`src/rtl/eth_rx_frame_filter.sv`:
```
// rtl/eth_rx_frame_filter.sv - Ethernet RX header parse, destination MAC filter, runt drop and oversize truncation
//
// Sits on the controller clock directly after the RX CDC bridge. The stream has no
// backpressure, so a beat is accepted on every cycle.
//
// Ports:
//   i_ethernet_controller_clk  sole clock
//   i_reset                    asynchronous active-high reset
//   i_rx_t{valid,data,last,keep} input beats, tdata[7:0] = first wire byte
//   i_mac_addr                 station address, [47:40] = wire byte 0
//   i_promisc                  accept every destination address
//   o_rx_t{valid,data,last,keep} forwarded beats
//   o_rx_tuser                 on the tlast beat: 1 = frame truncated at P_MAX_BEATS
//   o_rx_sof                   marks beat 0 of each forwarded frame
//   o_ethertype                ethertype of the most recently accepted frame
//
// Optional: define ETH_RX_FILTER_STATS_EN to add saturating per-frame counters
//   o_cnt_accepted, o_cnt_addr_drop, o_cnt_runt, o_cnt_trunc.

module eth_rx_frame_filter #(
    parameter int P_MAX_BEATS    = 190,
    parameter int P_ACCEPT_MCAST = 1,
    parameter int P_CNT_W        = 32
) (
    input  logic                 i_ethernet_controller_clk,
    input  logic                 i_reset,
    input  logic                 i_rx_tvalid,
    input  logic [63:0]          i_rx_tdata,
    input  logic                 i_rx_tlast,
    input  logic [7:0]           i_rx_tkeep,
    input  logic [47:0]          i_mac_addr,
    input  logic                 i_promisc,
    output logic                 o_rx_tvalid,
    output logic [63:0]          o_rx_tdata,
    output logic                 o_rx_tlast,
    output logic [7:0]           o_rx_tkeep,
    output logic                 o_rx_tuser,
    output logic                 o_rx_sof,
    output logic [15:0]          o_ethertype
`ifdef ETH_RX_FILTER_STATS_EN
    ,
    output logic [P_CNT_W-1:0]   o_cnt_accepted,
    output logic [P_CNT_W-1:0]   o_cnt_addr_drop,
    output logic [P_CNT_W-1:0]   o_cnt_runt,
    output logic [P_CNT_W-1:0]   o_cnt_trunc
`endif
);

    localparam int CNT_W = $clog2(P_MAX_BEATS) + 1;
    localparam logic [CNT_W-1:0] MAX_IDX = CNT_W'(P_MAX_BEATS - 1);
    // Degenerate sizing where beat 1 is already the last permitted beat.
    localparam bit LAST_IS_1 = (P_MAX_BEATS == 2);

    typedef enum logic [1:0] {S_IDLE, S_HDR, S_FWD, S_DROP} state_t;

    state_t           state, state_nxt;
    logic [CNT_W-1:0] beat_cnt;
    logic [63:0]      hold_data;
    logic [7:0]       hold_keep;
    logic             s1_valid, s1_last, s1_user;
    logic [63:0]      s1_data;
    logic [7:0]       s1_keep;

    logic             hold_load, hdr_accept, s1_load, s1_last_nxt, s1_user_nxt, cnt_inc;
    logic             hdr_runt, addr_match;
    logic [47:0]      dst;

    // Wire byte 0 is the MSB byte of i_mac_addr but the LSB byte of tdata.
    always_comb begin
        dst = '0;
        for (int j = 0; j < 6; j++) begin
            dst[47-8*j -: 8] = hold_data[8*j +: 8];
        end
    end

    assign addr_match = i_promisc || (dst == i_mac_addr) || (dst == 48'hFFFF_FFFF_FFFF)
                      || ((P_ACCEPT_MCAST != 0) && hold_data[0]);
    assign hdr_runt   = i_rx_tlast && !i_rx_tkeep[5];

    always_comb begin
        state_nxt   = state;
        hold_load   = 1'b0;
        hdr_accept  = 1'b0;
        s1_load     = 1'b0;
        s1_last_nxt = 1'b0;
        s1_user_nxt = 1'b0;
        cnt_inc     = 1'b0;
        case (state)
            S_IDLE: begin
                if (i_rx_tvalid && !i_rx_tlast) begin
                    hold_load = 1'b1;
                    state_nxt = S_HDR;
                end
            end
            S_HDR: begin
                if (i_rx_tvalid) begin
                    if (hdr_runt) begin
                        state_nxt = S_IDLE;
                    end else if (!addr_match) begin
                        state_nxt = i_rx_tlast ? S_IDLE : S_DROP;
                    end else begin
                        hdr_accept  = 1'b1;
                        s1_load     = 1'b1;
                        s1_last_nxt = i_rx_tlast || LAST_IS_1;
                        s1_user_nxt = !i_rx_tlast && LAST_IS_1;
                        state_nxt   = i_rx_tlast ? S_IDLE : (LAST_IS_1 ? S_DROP : S_FWD);
                    end
                end
            end
            S_FWD: begin
                if (i_rx_tvalid) begin
                    s1_load = 1'b1;
                    if (i_rx_tlast) begin
                        s1_last_nxt = 1'b1;
                        state_nxt   = S_IDLE;
                    end else if (beat_cnt == MAX_IDX) begin
                        s1_last_nxt = 1'b1;
                        s1_user_nxt = 1'b1;
                        state_nxt   = S_DROP;
                    end else begin
                        cnt_inc = 1'b1;
                    end
                end
            end
            default: begin
                if (i_rx_tvalid && i_rx_tlast) begin
                    state_nxt = S_IDLE;
                end
            end
        endcase
    end

    always_ff @(posedge i_ethernet_controller_clk or posedge i_reset) begin
        if (i_reset) begin
            state       <= S_IDLE;
            beat_cnt    <= '0;
            hold_data   <= '0;
            hold_keep   <= '0;
            s1_valid    <= 1'b0;
            s1_data     <= '0;
            s1_keep     <= '0;
            s1_last     <= 1'b0;
            s1_user     <= 1'b0;
            o_rx_tvalid <= 1'b0;
            o_rx_tdata  <= '0;
            o_rx_tkeep  <= '0;
            o_rx_tlast  <= 1'b0;
            o_rx_tuser  <= 1'b0;
            o_rx_sof    <= 1'b0;
            o_ethertype <= '0;
        end else begin
            state <= state_nxt;
            if (hold_load) begin
                hold_data <= i_rx_tdata;
                hold_keep <= i_rx_tkeep;
            end
            if (hdr_accept) begin
                beat_cnt    <= CNT_W'(2);
                o_ethertype <= {i_rx_tdata[39:32], i_rx_tdata[47:40]};
            end else if (cnt_inc) begin
                beat_cnt <= beat_cnt + 1'b1;
            end
            s1_valid <= s1_load;
            s1_data  <= s1_load ? i_rx_tdata : '0;
            s1_keep  <= s1_load ? i_rx_tkeep : '0;
            s1_last  <= s1_last_nxt;
            s1_user  <= s1_user_nxt;
            // Beat 0 leaves from the hold register the cycle after beat 1 is accepted;
            // s1 is always empty in that cycle because it held nothing from this frame yet.
            if (hdr_accept) begin
                o_rx_tvalid <= 1'b1;
                o_rx_tdata  <= hold_data;
                o_rx_tkeep  <= hold_keep;
                o_rx_tlast  <= 1'b0;
                o_rx_tuser  <= 1'b0;
                o_rx_sof    <= 1'b1;
            end else begin
                o_rx_tvalid <= s1_valid;
                o_rx_tdata  <= s1_data;
                o_rx_tkeep  <= s1_keep;
                o_rx_tlast  <= s1_last;
                o_rx_tuser  <= s1_user;
                o_rx_sof    <= 1'b0;
            end
        end
    end

`ifdef ETH_RX_FILTER_STATS_EN
    logic ev_runt, ev_addr, ev_trunc;

    assign ev_runt  = i_rx_tvalid && i_rx_tlast
                    && ((state == S_IDLE) || ((state == S_HDR) && !i_rx_tkeep[5]));
    assign ev_addr  = i_rx_tvalid && (state == S_HDR) && !hdr_runt && !addr_match;
    assign ev_trunc = s1_load && s1_user_nxt;

    always_ff @(posedge i_ethernet_controller_clk or posedge i_reset) begin
        if (i_reset) begin
            o_cnt_accepted  <= '0;
            o_cnt_addr_drop <= '0;
            o_cnt_runt      <= '0;
            o_cnt_trunc     <= '0;
        end else begin
            if (hdr_accept && (o_cnt_accepted != '1)) o_cnt_accepted <= o_cnt_accepted + 1'b1;
            if (ev_addr && (o_cnt_addr_drop != '1)) o_cnt_addr_drop <= o_cnt_addr_drop + 1'b1;
            if (ev_runt && (o_cnt_runt != '1)) o_cnt_runt <= o_cnt_runt + 1'b1;
            if (ev_trunc && (o_cnt_trunc != '1)) o_cnt_trunc <= o_cnt_trunc + 1'b1;
        end
    end
`endif

endmodule

```
`config.mk`:
```
export PLATFORM = sky130hd
export DESIGN_NAME = eth_rx_frame_filter
export DESIGN_NICKNAME = d
export VERILOG_FILES = /design/src/rtl/eth_rx_frame_filter.sv
export SDC_FILE = /design/constraint.sdc
export NUM_CORES = 1
export LEC_CHECK = 0
export CORE_ASPECT_RATIO = 1.75
export CORE_MARGIN = 1
export CORE_UTILIZATION = 55
export DETAILED_ROUTE_END_ITERATION = 10
export GPL_ROUTABILITY_DRIVEN = 0
export PLACE_DENSITY = 0.84
export SYNTH_ARGS = -nofsm -noshare
export SYNTH_HDL_FRONTEND = slang
export SYNTH_SLANG_ARGS = --single-unit
export TNS_END_PERCENT = 1
```
`constraint.sdc`:
```
create_clock -name i_ethernet_controller_clk -period 25.1 [get_ports i_ethernet_controller_clk]
set_input_delay 5.02 -clock i_ethernet_controller_clk [delete_from_list [all_inputs] [get_ports i_ethernet_controller_clk]]
set_output_delay 5.02 -clock i_ethernet_controller_clk [all_outputs]
set_load 0.01 [all_outputs]
```
==> PnR_summary.wiki <==
{| class="wikitable"
! Metric !! Value
|-
| Sequential fraction of the synthesis area || 0.469
|-
| Slew Viols, Final || 0
|-
| Detailed Routing Iterations Pass 1 || 6
|-
| Stage delay of the slowest cell on the critical path || roughly 0.9 ns
|-
| Endpoint of the worst-slack reg-to-reg timing path || o_rx_tkeep[1]
|-
| Sw Ratio || 0.372
|-
| Global Route Usage Sum || 0.315
|-
| CTS-repair resized insts || 0
|-
| Filler-free cell count of the finished design || between 1500 and 2000
|-
| Placed wire-length estimate || approximately 24 mm
|-
| Internal power summed over all cells || roughly 0.97 mW
|-
| Worst min-delay path class || flop to flop
|-
| Min cycle time layout || roughly 7.8 ns
|-
| Required time worst endpoint || between 20 and 30 ns
|-
| Maximum fanout encountered on the critical timing path || 103
|-
| Maximum Capacitance Violations || 0
|-
| Portion of the clock cycle consumed by the worst path in the final layout || 0.312
|-
| Reg2Reg Depth || 9
|-
| Hold buffer count at cts || 0
|-
| Startpoint type of the worst setup path || primary input
|-
| Critical Path, Cell by Cell || clkdlybuf4s50_1 > nand2_1 > a21oi_4 > buf_4 > buf_4 > nand2_1 > or4_1 > nand3_1
|-
| Total routed wirelength || a little under 40 mm
|-
| Count of warnings emitted by yosys || 0
|-
| Crit-path slowest cell || sky130_fd_sc_hd__buf_4
|-
| Worst vdd rail ir drop || between 0.07 and 0.08 mV
|-
| Setup repair after global routing missed its margin || no
|-
| Area of the multi-input gates || a little over 0.006 sq mm
|-
| Number of clock sinks || between 200 and 300
|-
| Run status || finished, final reports clean
|-
| Buffer cell driving the clock tree root || sky130_fd_sc_hd__clkbuf_16
|-
| Number of antenna violations at the first check in global routing || 0
|-
| Final layout net count || approximately 1700
|-
| Clock tree from TritonCTS || yes
|-
| Crit path DAT || roughly 8.3 ns
|-
| Routed Antenna Nets || 0
|-
| Die height || roughly 210 um
|-
| Inserted Clock Buffers || 23
|-
| Final-layout setup total negative slack || 0 ns
|-
| Floorplan core area || approximately 0.024 sq mm
|-
| # Post-CTS Setup Buffers || 0
|-
| Syn nets || 1572
|-
| Port-buffer cells || ~220
|-
| Drt via density || about 6.4
|-
| Worst-case hold slack || about 0.46 ns
|-
| Cell Area, Synth || approximately 0.013 sq mm
|-
| PnR worst setup slack || approximately 17 ns
|-
| Die Wd || about 120 um
|-
| Share of cells above drive strength 1 || 0.0796
|-
| Setup slack, reg-to-reg || 21.73 ns
|-
| Slew at the pin closest to its max-slew limit || about 1.2 ns
|-
| Hold-critical path depth || 1
|-
| Endpoint of the worst hold path || o_rx_tvalid
|-
| First-pass GRT wire length || between 60 and 70 mm
|-
| Cell type group with the largest total delay on the critical path || buffers and inverters
|-
| Number of DRC violations after detailed routing || 0
|-
| Overall Power || about 1.5 mW
|-
| Comb power frac || 0.348
|-
| Per-instance average area after synthesis || 9.25 sq um
|-
| Fmax || 128 MHz
|-
| Vias in the first global route || 11583
|-
| Area fraction of the dominant cell type after synthesis || 0.469
|-
| Number of flip-flops and latches in the synthesized netlist || 250
|-
| Detailed Route Iter0 Violations || 1484
|-
| Routed wire per std cell || between 20 and 25 um
|-
| Launch instance of the worst min-delay path || s1_valid
|-
| Number of levels the H-tree was split into || 1
|-
| Startpoint of the lowest-slack register-to-register path || state[1]
|-
| Flop pwr share || 0.415
|-
| Initial standard-cell utilization of the core || 0.557
|-
| Placement Setup Slack || 16.86 ns
|-
| Area delta synth->final || 21.8%
|-
| Critical path capture point type || flop
|-
| Net load switching power || about 0.57 mW
|-
| Top cells by area, synth || sky130_fd_sc_hd__dfrtp_1 (47%), sky130_fd_sc_hd__a221oi_1 (5.7%), sky130_fd_sc_hd__o21ai_0 (5.7%)
|-
| CP Class || primary input to flop
|-
| Clock transition at the registers of the reported paths || 0.06 ns
|-
| Leakage power || just over 7 nW
|-
| Final number of setup-violating endpoints || 0
|-
| # rows || 75
|-
| Congestion Overflow GR || 0
|-
| Clock insertion delay at the later pin of the skew report || around 0.53 ns
|-
| CP bufs+invs || 3
|-
| Count of placed standard cells including taps || roughly 1800
|-
| Endpoints failing hold || 0
|-
| Final setup skew || around 0.012 ns
|-
| Leading area contributor after synthesis || sky130_fd_sc_hd__dfrtp_1
|-
| Largest net degree at the start of global routing || roughly 120
|-
| Area taken by flip-flops and latches || between 0.006 and 0.007 sq mm
|-
| Boundary Pins || roughly 220
|-
| Cell area power density || between 90 and 100 mW/mm^2
|-
| Clock group share of total power || 0.236
|-
| Number of library cell types mapped by synthesis || 38
|-
| Area of the die || between 0.02 and 0.025 sq mm
|-
| Fillers || 1832
|-
| Number of antenna diodes || 0
|-
| Cell count after synthesis || around 1400
|-
| Worst slew margin relative to its limit || 0.224
|-
| Most frequent standard cell in the layout excluding fill and tap cells || sky130_fd_sc_hd__dfrtp_1
|-
| Total number of vias || approximately 12000
|-
| Highest-count cells in the layout ignoring fill and taps || sky130_fd_sc_hd__dfrtp_1 (250), sky130_fd_sc_hd__clkdlybuf4s50_1 (216), sky130_fd_sc_hd__nand2_1 (167)
|-
| Max clock buf depth || 3
|}
-- stage by stage --
stage,instance area [sq um],utilization
after floorplan,13300,-
after global placement,15500,0.646
after detailed placement,15500,0.646
after CTS,16200,0.678
after global routing,16200,0.678
final,16200,0.678
-- power by group through the flow --
stage / registers (mW) / clock network, mW / logic, mW
floorplan: 0.627 / 0 / 0.294
finish: 0.638 / 0.363 / 0.535
CTS: 0.637 / 0.367 / 0.534
global route: 0.651 / 0.382 / 0.579
detailed placement: 0.643 / 0 / 0.531
global placement: 0.637 / 0 / 0.517
-- worst max path at each step --
| stage | start | endpoint | cells past startpoint |
|---|---|---|---|
| final | i_rx_tvalid | o_rx_tkeep[1] | 8 |
| after global routing | i_rx_tvalid | o_rx_tkeep[1] | 8 |
| after CTS | i_mac_addr[45] | s1_data[19] | 8 |
| after detailed placement | i_mac_addr[45] | s1_data[19] | 8 |
| after global placement | i_mac_addr[45] | s1_data[6] | 8 |
| after floorplan | i_reset | beat_cnt[0] | 1 |
-- cell type report --
type	instances	share of cell area
Tap cell	308	0.0237
Multi-Input combinational cell	963	0.382
Sequential cell	250	0.385
Inverter	81	0.0193
Timing Repair Buffer	235	0.142
Clock buffer	30	0.0408
Clock inverter	11	0.00663
-- sequential cells by signal, summed over array words and instances (netlist names) --
register     cells
hold_data       64
beat_cnt         9
o_rx_tvalid      1
s1_keep          8
o_rx_tuser       1
state            2
o_ethertype     16
hold_keep        8
o_rx_tkeep       8
s1_data         64
o_rx_tlast       1
o_rx_sof         1
s1_valid         1
s1_last          1
s1_user          1
o_rx_tdata      64
-- per-layer routing --
| layer | GRT usage | up-vias | routed length [um] |
|---|---|---|---|
| met5 | 0 | - | 0 |
| met4 | 0.163 | 0 | 1870 |
| met3 | 0.0389 | 95 | 2900 |
| met2 | 0.526 | 628 | 19800 |
| met1 | 0.398 | 5827 | 14700 |
| li1 | - | 5415 | - |
-- cells in the mapped netlist --
master,number
sky130_fd_sc_hd__dfrtp_1,250
sky130_fd_sc_hd__nand2_1,167
sky130_fd_sc_hd__o21ai_0,152
sky130_fd_sc_hd__clkbuf_1,138
sky130_fd_sc_hd__nand3_1,92
sky130_fd_sc_hd__or4_1,89
sky130_fd_sc_hd__and2_1,88
sky130_fd_sc_hd__a221oi_1,87
sky130_fd_sc_hd__inv_1,80
sky130_fd_sc_hd__and3_1,73
sky130_fd_sc_hd__a211oi_2,58
sky130_fd_sc_hd__xor2_1,50
sky130_fd_sc_hd__nor3_1,17
sky130_fd_sc_hd__a211oi_1,16
sky130_fd_sc_hd__a21oi_1,13
sky130_fd_sc_hd__nor4_1,12
sky130_fd_sc_hd__o21ai_1,10
sky130_fd_sc_hd__buf_6,7
sky130_fd_sc_hd__ha_1,6
sky130_fd_sc_hd__xnor2_1,6
sky130_fd_sc_hd__nand4_1,5
sky130_fd_sc_hd__nor2_1,4
sky130_fd_sc_hd__o211ai_1,3
sky130_fd_sc_hd__a21boi_1,2
sky130_fd_sc_hd__buf_2,2
sky130_fd_sc_hd__o311ai_0,2
sky130_fd_sc_hd__a21o_1,1
sky130_fd_sc_hd__a22oi_1,1
sky130_fd_sc_hd__a31oi_1,1
sky130_fd_sc_hd__and4_1,1
sky130_fd_sc_hd__inv_2,1
sky130_fd_sc_hd__mux2i_1,1
sky130_fd_sc_hd__nand3b_1,1
sky130_fd_sc_hd__nor3b_1,1
sky130_fd_sc_hd__nor4bb_1,1
sky130_fd_sc_hd__o2111a_1,1
sky130_fd_sc_hd__o31ai_1,1
sky130_fd_sc_hd__or2_2,1
-- cell families after synthesis --
logic type	count (synthesis)	share of synthesized area
multiplexers	1	0.000751
buffers and inverters	228	0.0683
flip-flops	250	0.469
XOR/XNOR	56	0.0368
AO/OA/AOI/OAI	348	0.193
adder cells (fa/ha/maj)	6	0.00563
AND/OR/NAND/NOR	552	0.226
Note: power is estimated with default switching activity, not from simulation.
